## src/rtl/data_mem_ctrl.sv

```systemverilog
// Single-port data memory for the core's load/store path: valid/ready requests, byte enables,
// range checking, a registered one-cycle response and an optional post-reset clear. DMEM_PARITY_EN adds byte parity.
`timescale 1ns/1ps
module data_mem_ctrl #(
  parameter int DATA_W         = 16,
  parameter int ADDR_W         = 16,
  parameter int DEPTH          = 256,
  parameter int CLEAR_ON_RESET = 1
) (
  input  logic                  clk,
  input  logic                  reset,
  input  logic                  req_valid,
  output logic                  req_ready,
  input  logic                  req_we,
  input  logic [ADDR_W-1:0]     req_addr,
  input  logic [DATA_W-1:0]     req_wdata,
  input  logic [DATA_W/8-1:0]   req_be,
  output logic                  rsp_valid,
  output logic [DATA_W-1:0]     rsp_rdata,
  output logic                  rsp_err,
`ifdef DMEM_PARITY_EN
  input  logic                  inj_par_err,
`endif
  output logic                  init_busy
);

  localparam int NB    = DATA_W / 8;
  localparam int IDX_W = (DEPTH > 1) ? $clog2(DEPTH) : 1;
  localparam int CNT_W = $clog2(DEPTH) + 1;
  localparam logic [ADDR_W:0]  DEPTH_A  = (ADDR_W+1)'(DEPTH);
  localparam logic [CNT_W-1:0] LAST_CNT = CNT_W'(DEPTH - 1);

  typedef enum logic {S_CLEAR, S_RUN} state_t;

  state_t             state_q, state_d;
  logic [CNT_W-1:0]   cnt_q, cnt_d;
  logic [DATA_W-1:0]  mem_q [DEPTH];
  logic               accept, in_range;
  logic [IDX_W-1:0]   idx, clr_idx;
  logic               vld_p0_q, we_p0_q, rng_p0_q;
  logic [IDX_W-1:0]   idx_p0_q;
  logic [DATA_W-1:0]  rd_word;
  logic               rd_ok, par_bad;
  logic               rsp_valid_q, rsp_err_q;
  logic [DATA_W-1:0]  rsp_rdata_q;

`ifdef DMEM_PARITY_EN
  logic [NB-1:0]      par_q [DEPTH];

  function automatic logic par_mismatch(input logic [DATA_W-1:0] w, input logic [NB-1:0] p);
    logic bad;
    bad = 1'b0;
    for (int b = 0; b < NB; b++) bad = bad | ((^w[8*b +: 8]) != p[b]);
    return bad;
  endfunction
`endif

  always_ff @(posedge clk) begin
    if (reset) begin
      state_q <= (CLEAR_ON_RESET != 0) ? S_CLEAR : S_RUN;
      cnt_q   <= '0;
    end else begin
      state_q <= state_d;
      cnt_q   <= cnt_d;
    end
  end

  always_comb begin
    state_d = state_q;
    cnt_d   = cnt_q;
    if (state_q == S_CLEAR) begin
      cnt_d = cnt_q + 1'b1;
      if (cnt_q == LAST_CNT) state_d = S_RUN;
    end
  end

  // reset gates ready so nothing is accepted while reset is held, even when no clear runs
  always_comb begin
    req_ready = (state_q == S_RUN) & ~reset;
    init_busy = (state_q == S_CLEAR);
  end

  assign accept   = req_valid & req_ready;
  assign in_range = {1'b0, req_addr} < DEPTH_A;
  assign idx      = req_addr[IDX_W-1:0];
  assign clr_idx  = cnt_q[IDX_W-1:0];

  // stage p0: writes commit on the accept edge; reads are captured for the response stage
  always_ff @(posedge clk) begin
    if (state_q == S_CLEAR) begin
      mem_q[clr_idx] <= '0;
`ifdef DMEM_PARITY_EN
      par_q[clr_idx] <= '0;
`endif
    end else if (accept && req_we && in_range) begin
      for (int b = 0; b < NB; b++) begin
        if (req_be[b]) begin
          mem_q[idx][8*b +: 8] <= req_wdata[8*b +: 8];
`ifdef DMEM_PARITY_EN
          par_q[idx][b] <= (^req_wdata[8*b +: 8]) ^ inj_par_err;
`endif
        end
      end
    end
  end

  always_ff @(posedge clk) begin
    if (reset) vld_p0_q <= 1'b0;
    else       vld_p0_q <= accept;
  end

  always_ff @(posedge clk) begin
    we_p0_q  <= req_we;
    rng_p0_q <= in_range;
    idx_p0_q <= idx;
  end

  assign rd_word = mem_q[idx_p0_q];
  assign rd_ok   = vld_p0_q & ~we_p0_q & rng_p0_q;
`ifdef DMEM_PARITY_EN
  assign par_bad = rd_ok & par_mismatch(rd_word, par_q[idx_p0_q]);
`else
  assign par_bad = 1'b0;
`endif

  // stage p1: registered response
  always_ff @(posedge clk) begin
    if (reset) begin
      rsp_valid_q <= 1'b0;
      rsp_rdata_q <= '0;
      rsp_err_q   <= 1'b0;
    end else begin
      rsp_valid_q <= vld_p0_q;
      rsp_rdata_q <= rd_ok ? rd_word : '0;
      rsp_err_q   <= vld_p0_q & (~rng_p0_q | par_bad);
    end
  end

  assign rsp_valid = rsp_valid_q;
  assign rsp_rdata = rsp_rdata_q;
  assign rsp_err   = rsp_err_q;

endmodule

```

## config.mk

```make
export PLATFORM = sky130hd
export DESIGN_NAME = data_mem_ctrl
export DESIGN_NICKNAME = d
export VERILOG_FILES = /design/src/rtl/data_mem_ctrl.sv
export SDC_FILE = /design/constraint.sdc
export NUM_CORES = 2
export LEC_CHECK = 0
export ABC_CLOCK_PERIOD_IN_PS = 17700
export BUFFER_PORTS_ARGS = -buffer_cell sky130_fd_sc_hd__buf_2
export CAP_MARGIN = 5
export CORE_MARGIN = 8
export CORE_UTILIZATION = 50
export CTS_BUF_LIST = sky130_fd_sc_hd__clkbuf_8
export CTS_CLUSTER_SIZE = 25
export DETAILED_ROUTE_END_ITERATION = 10
export PLACE_DENSITY_LB_ADDON = 0.3
export SETUP_SLACK_MARGIN = 0.5
export SLEW_MARGIN = 20
export SYNTH_ARGS = -nofsm -noshare
export SYNTH_HDL_FRONTEND = slang
export SYNTH_SLANG_ARGS = --single-unit
```

## constraint.sdc

```tcl
create_clock -name clk -period 17.7 [get_ports clk]
set_clock_uncertainty 0.2 [all_clocks]
set_input_delay 1.77 -clock clk [delete_from_list [all_inputs] [get_ports clk]]
set_output_delay 1.77 -clock clk [all_outputs]
set_load 0.02 [all_outputs]
```

==> results_dict.tcl <==
set metrics [dict create \
    track_usage_pct 25.98 \
    post_cts_buffers 0 \
    grt_overflow_total 0 \
    vdd_drop_max_mv 0.06719 \
    pre_cts_ws_ps 10860 \
    finalSetupViolations 0 \
    rr_worst_depth 10 \
    drc 0 \
    wl_per_cell_um 34.48 \
    period_minus_slack_ps 6459 \
    cp_common_cell "buf_4" \
    yosys.area.top_type_share_pct 76.03 \
    fin_ws_ps 11240 \
    min_from "cnt_q[8]" \
    vias_per_cell 6.456 \
    gp_congestion 0.9178 \
    rsz0062_at_grt "no" \
    async_flop_share_pct 0 \
    start_util_pct 50.09 \
    ctsHoldBuffers 0 \
    grt_pass1_vias 83880 \
    ant_nets 0 \
    syn_area_um2 161800 \
    grt_pass1_wl_um 633500 \
    cts.sink_count 4135 \
    area_delta_synth_final_pct 10.07 \
    clkTransAtPathRegs_ps 60 \
    cts_buffer_depth 4 \
    ios 58 \
    cp_cell_sequence "buf_4 > buf_12 > buf_4 > buf_4 > buf_4 > mux4_2 > o22ai_1 > nor4_1 > nand4_1 > o22ai_1" \
    synth_ff_type "edfxtp_1" \
    fillCellCount 24050 \
    die_w_um 584.8 \
    tightest_slew_ps 1215 \
    end_kind "flop" \
    totalWireLength_um 454000 \
    arrival_ps 7280 \
    synthTopCellsByArea "edfxtp_1 (76%), mux4_2 (11%), mux2i_1 (3.0%)" \
    maxSlewViolCount 0 \
    cp.buffers_inverters 5 \
    finalNetCount 8354 \
    powerDensity_nw_per_um2 104.5 \
    cts_made_buffers 626 \
    cp_slowest_cell "nor4_1" \
    synth_nets 8033 \
    synth.avg_cell_area_um2 20.24 \
    first_iter_violations 11980 \
    drive_gt1_share_pct 24.74 \
    yosys_warnings 0 \
    design_area_um2 178100 \
    syn_inst 7993 \
    fin_setup_tns_ps 0 \
    max_freq_ghz 0.1548 \
    dr_total_vias 85020 \
    insertion_delay_ps 1130 \
    run_status "complete, no violations" \
    finalHoldViolCount 0 \
    slew_headroom_pct 18.25 \
    worst_ep_required_time_ps 18520 \
    fin_crit_sh_pct 36.49 \
    r2r_slack_ps 11240 \
    min_path_cells 2 \
    r2r_start "idx_p0_q[1]" \
    cap_violations 0 \
    r2r-end "rsp_rdata[15]" \
    leakage_nw 65.77 \
    antenna_found_initial 35 \
    placed_area_um2 166300 \
    yosysMostFrequentCell "edfxtp_1" \
    clock-root-buffer "clkbuf_8" \
    core_region_area_um2 323000 \
    seq_area_frac_synth_pct 76.51 \
    holdPathEnd "cnt_q[8]" \
    cts_resized 0 \
    synth_top_area_cell "edfxtp_1" \
    cts_max_level 6 \
    cts_tree "done" \
    cpLargestDelayFamily "buffers and inverters" \
    first_pass_iters 8 \
    dp_hpwl_um 281300 \
    ys_ff_latch 4135 \
    rows 209 \
    port_buffers 57 \
    critPathMaxStageDelay_ps 920 \
    grt_start_max_net_pins 202 \
    synth_common_cells "edfxtp_1 (4096), mux4_2 (794), mux2i_1 (490)" \
    critical_path_class "flop to flop" \
    synth_edf_count 4096 \
    min_path_type "flop to flop" \
    die_y_um 584.8 \
    cp_max_fo 111 \
    synth_cell_type_count 75 \
    start_kind "flop" \
    p_total_mw 18.61 \
    dieArea_um2 342000 \
]
==> final cells by class <==
cell class              count  area (um^2)  share of cell area, %
multi-input cells        3291        35150                  19.74
clock inverters           439         2517                  1.414
diodes                     66        165.2                0.09275
repair buffers            253         1997                  1.121
flip-flops and latches   4135       123800                  69.52
clock buffers             654         9001                  5.055
well taps                4325         5411                  3.039
inverters                   7        31.28                0.01757
==> how the worst max path moves through the flow <==
stage | slack (ps) | cells after the start | from | to
3_5_place_dp | 10860 | 8 | req_addr[11] | mem_q[153][0]
4_1_cts | 11380 | 10 | idx_p0_q[0] | rsp_rdata[10]
2_1_floorplan | 10140 | 5 | req_addr[11] | mem_q[0][10]
6_report | 11240 | 10 | idx_p0_q[1] | rsp_rdata[15]
3_3_place_gp | 11030 | 10 | idx_p0_q[0] | rsp_rdata[9]
5_1_grt | 10900 | 10 | idx_p0_q[0] | rsp_rdata[15]
==> per-layer routing <==
metal / vias up / part of all wire, % / track usage (%)
li1: 33880 / - / -
met1: 44450 / 37 / 35.51
met2: 5671 / 46 / 39.17
met3: 1001 / 12 / 7.580
met4: 14 / 4.9 / 11.56
met5: - / 0.018 / 0
==> power by group <==
part,switching [mW],leakage (nW),total (mW),internal [mW]
Combinational,0.413,11.6,0.578,0.165
Sequential,0.0128,47.6,10.6,10.6
Clock,3.65,6.51,7.41,3.76
Total,4.07,65.8,18.6,14.5
==> cell usage in the layout, fill, tap and decap left out, types with 80 or more instances in the layout <==
cell,Yosys,routed
nor2_2,221,223
edfxtp_1,4096,4096
clkbuf_8,0,654
clkinv_1,1,140
o221ai_1,168,168
a21oi_1,81,81
o21ai_0,89,88
mux4_2,794,794
buf_4,68,178
nor3_1,177,175
nor2_1,391,387
inv_1,5,180
nand2_1,81,80
mux2i_1,490,490
o22ai_1,150,150
==> registers in the layout, summed over array words and instances, names as in the netlist <==
| register | cells |
|---|---|
| cnt_q | 9 |
| idx_p0_q | 8 |
| mem_q | 4096 |
| rng_p0_q | 1 |
| rsp_err | 1 |
| rsp_rdata | 16 |
| rsp_valid | 1 |
| state_q | 1 |
| vld_p0_q | 1 |
| we_p0_q | 1 |
==> worst min-delay path, stage by stage, from the launching register on <==
cell	delay, ps
dfxtp_1	330
a21oi_1	60
nor2_1	70
==> through the flow <==
step | utilization [%] | hold WS [ps] | std cells
after global routing | 55.13 | 352.9 | 13160
after global placement | 51.48 | 276.1 | 12010
after CTS | 55.06 | 291.4 | 13100
after floorplan | - | 183.9 | 7993
after detailed placement | 51.49 | 277.1 | 12010
final | 55.14 | 289.2 | 13170
==> cell families after synthesis <==
| family | share of synthesized area, % |
|---|---|
| flip-flops | 76.51 |
| AO/OA/AOI/OAI | 3.105 |
| XOR/XNOR | 0.03248 |
| AND/OR/NAND/NOR | 4.218 |
| adder cells (fa/ha/maj) | 0.01547 |
| multiplexers | 14.20 |
| buffers and inverters | 1.918 |
No activity file was read; power rests on OpenSTA's default activity.
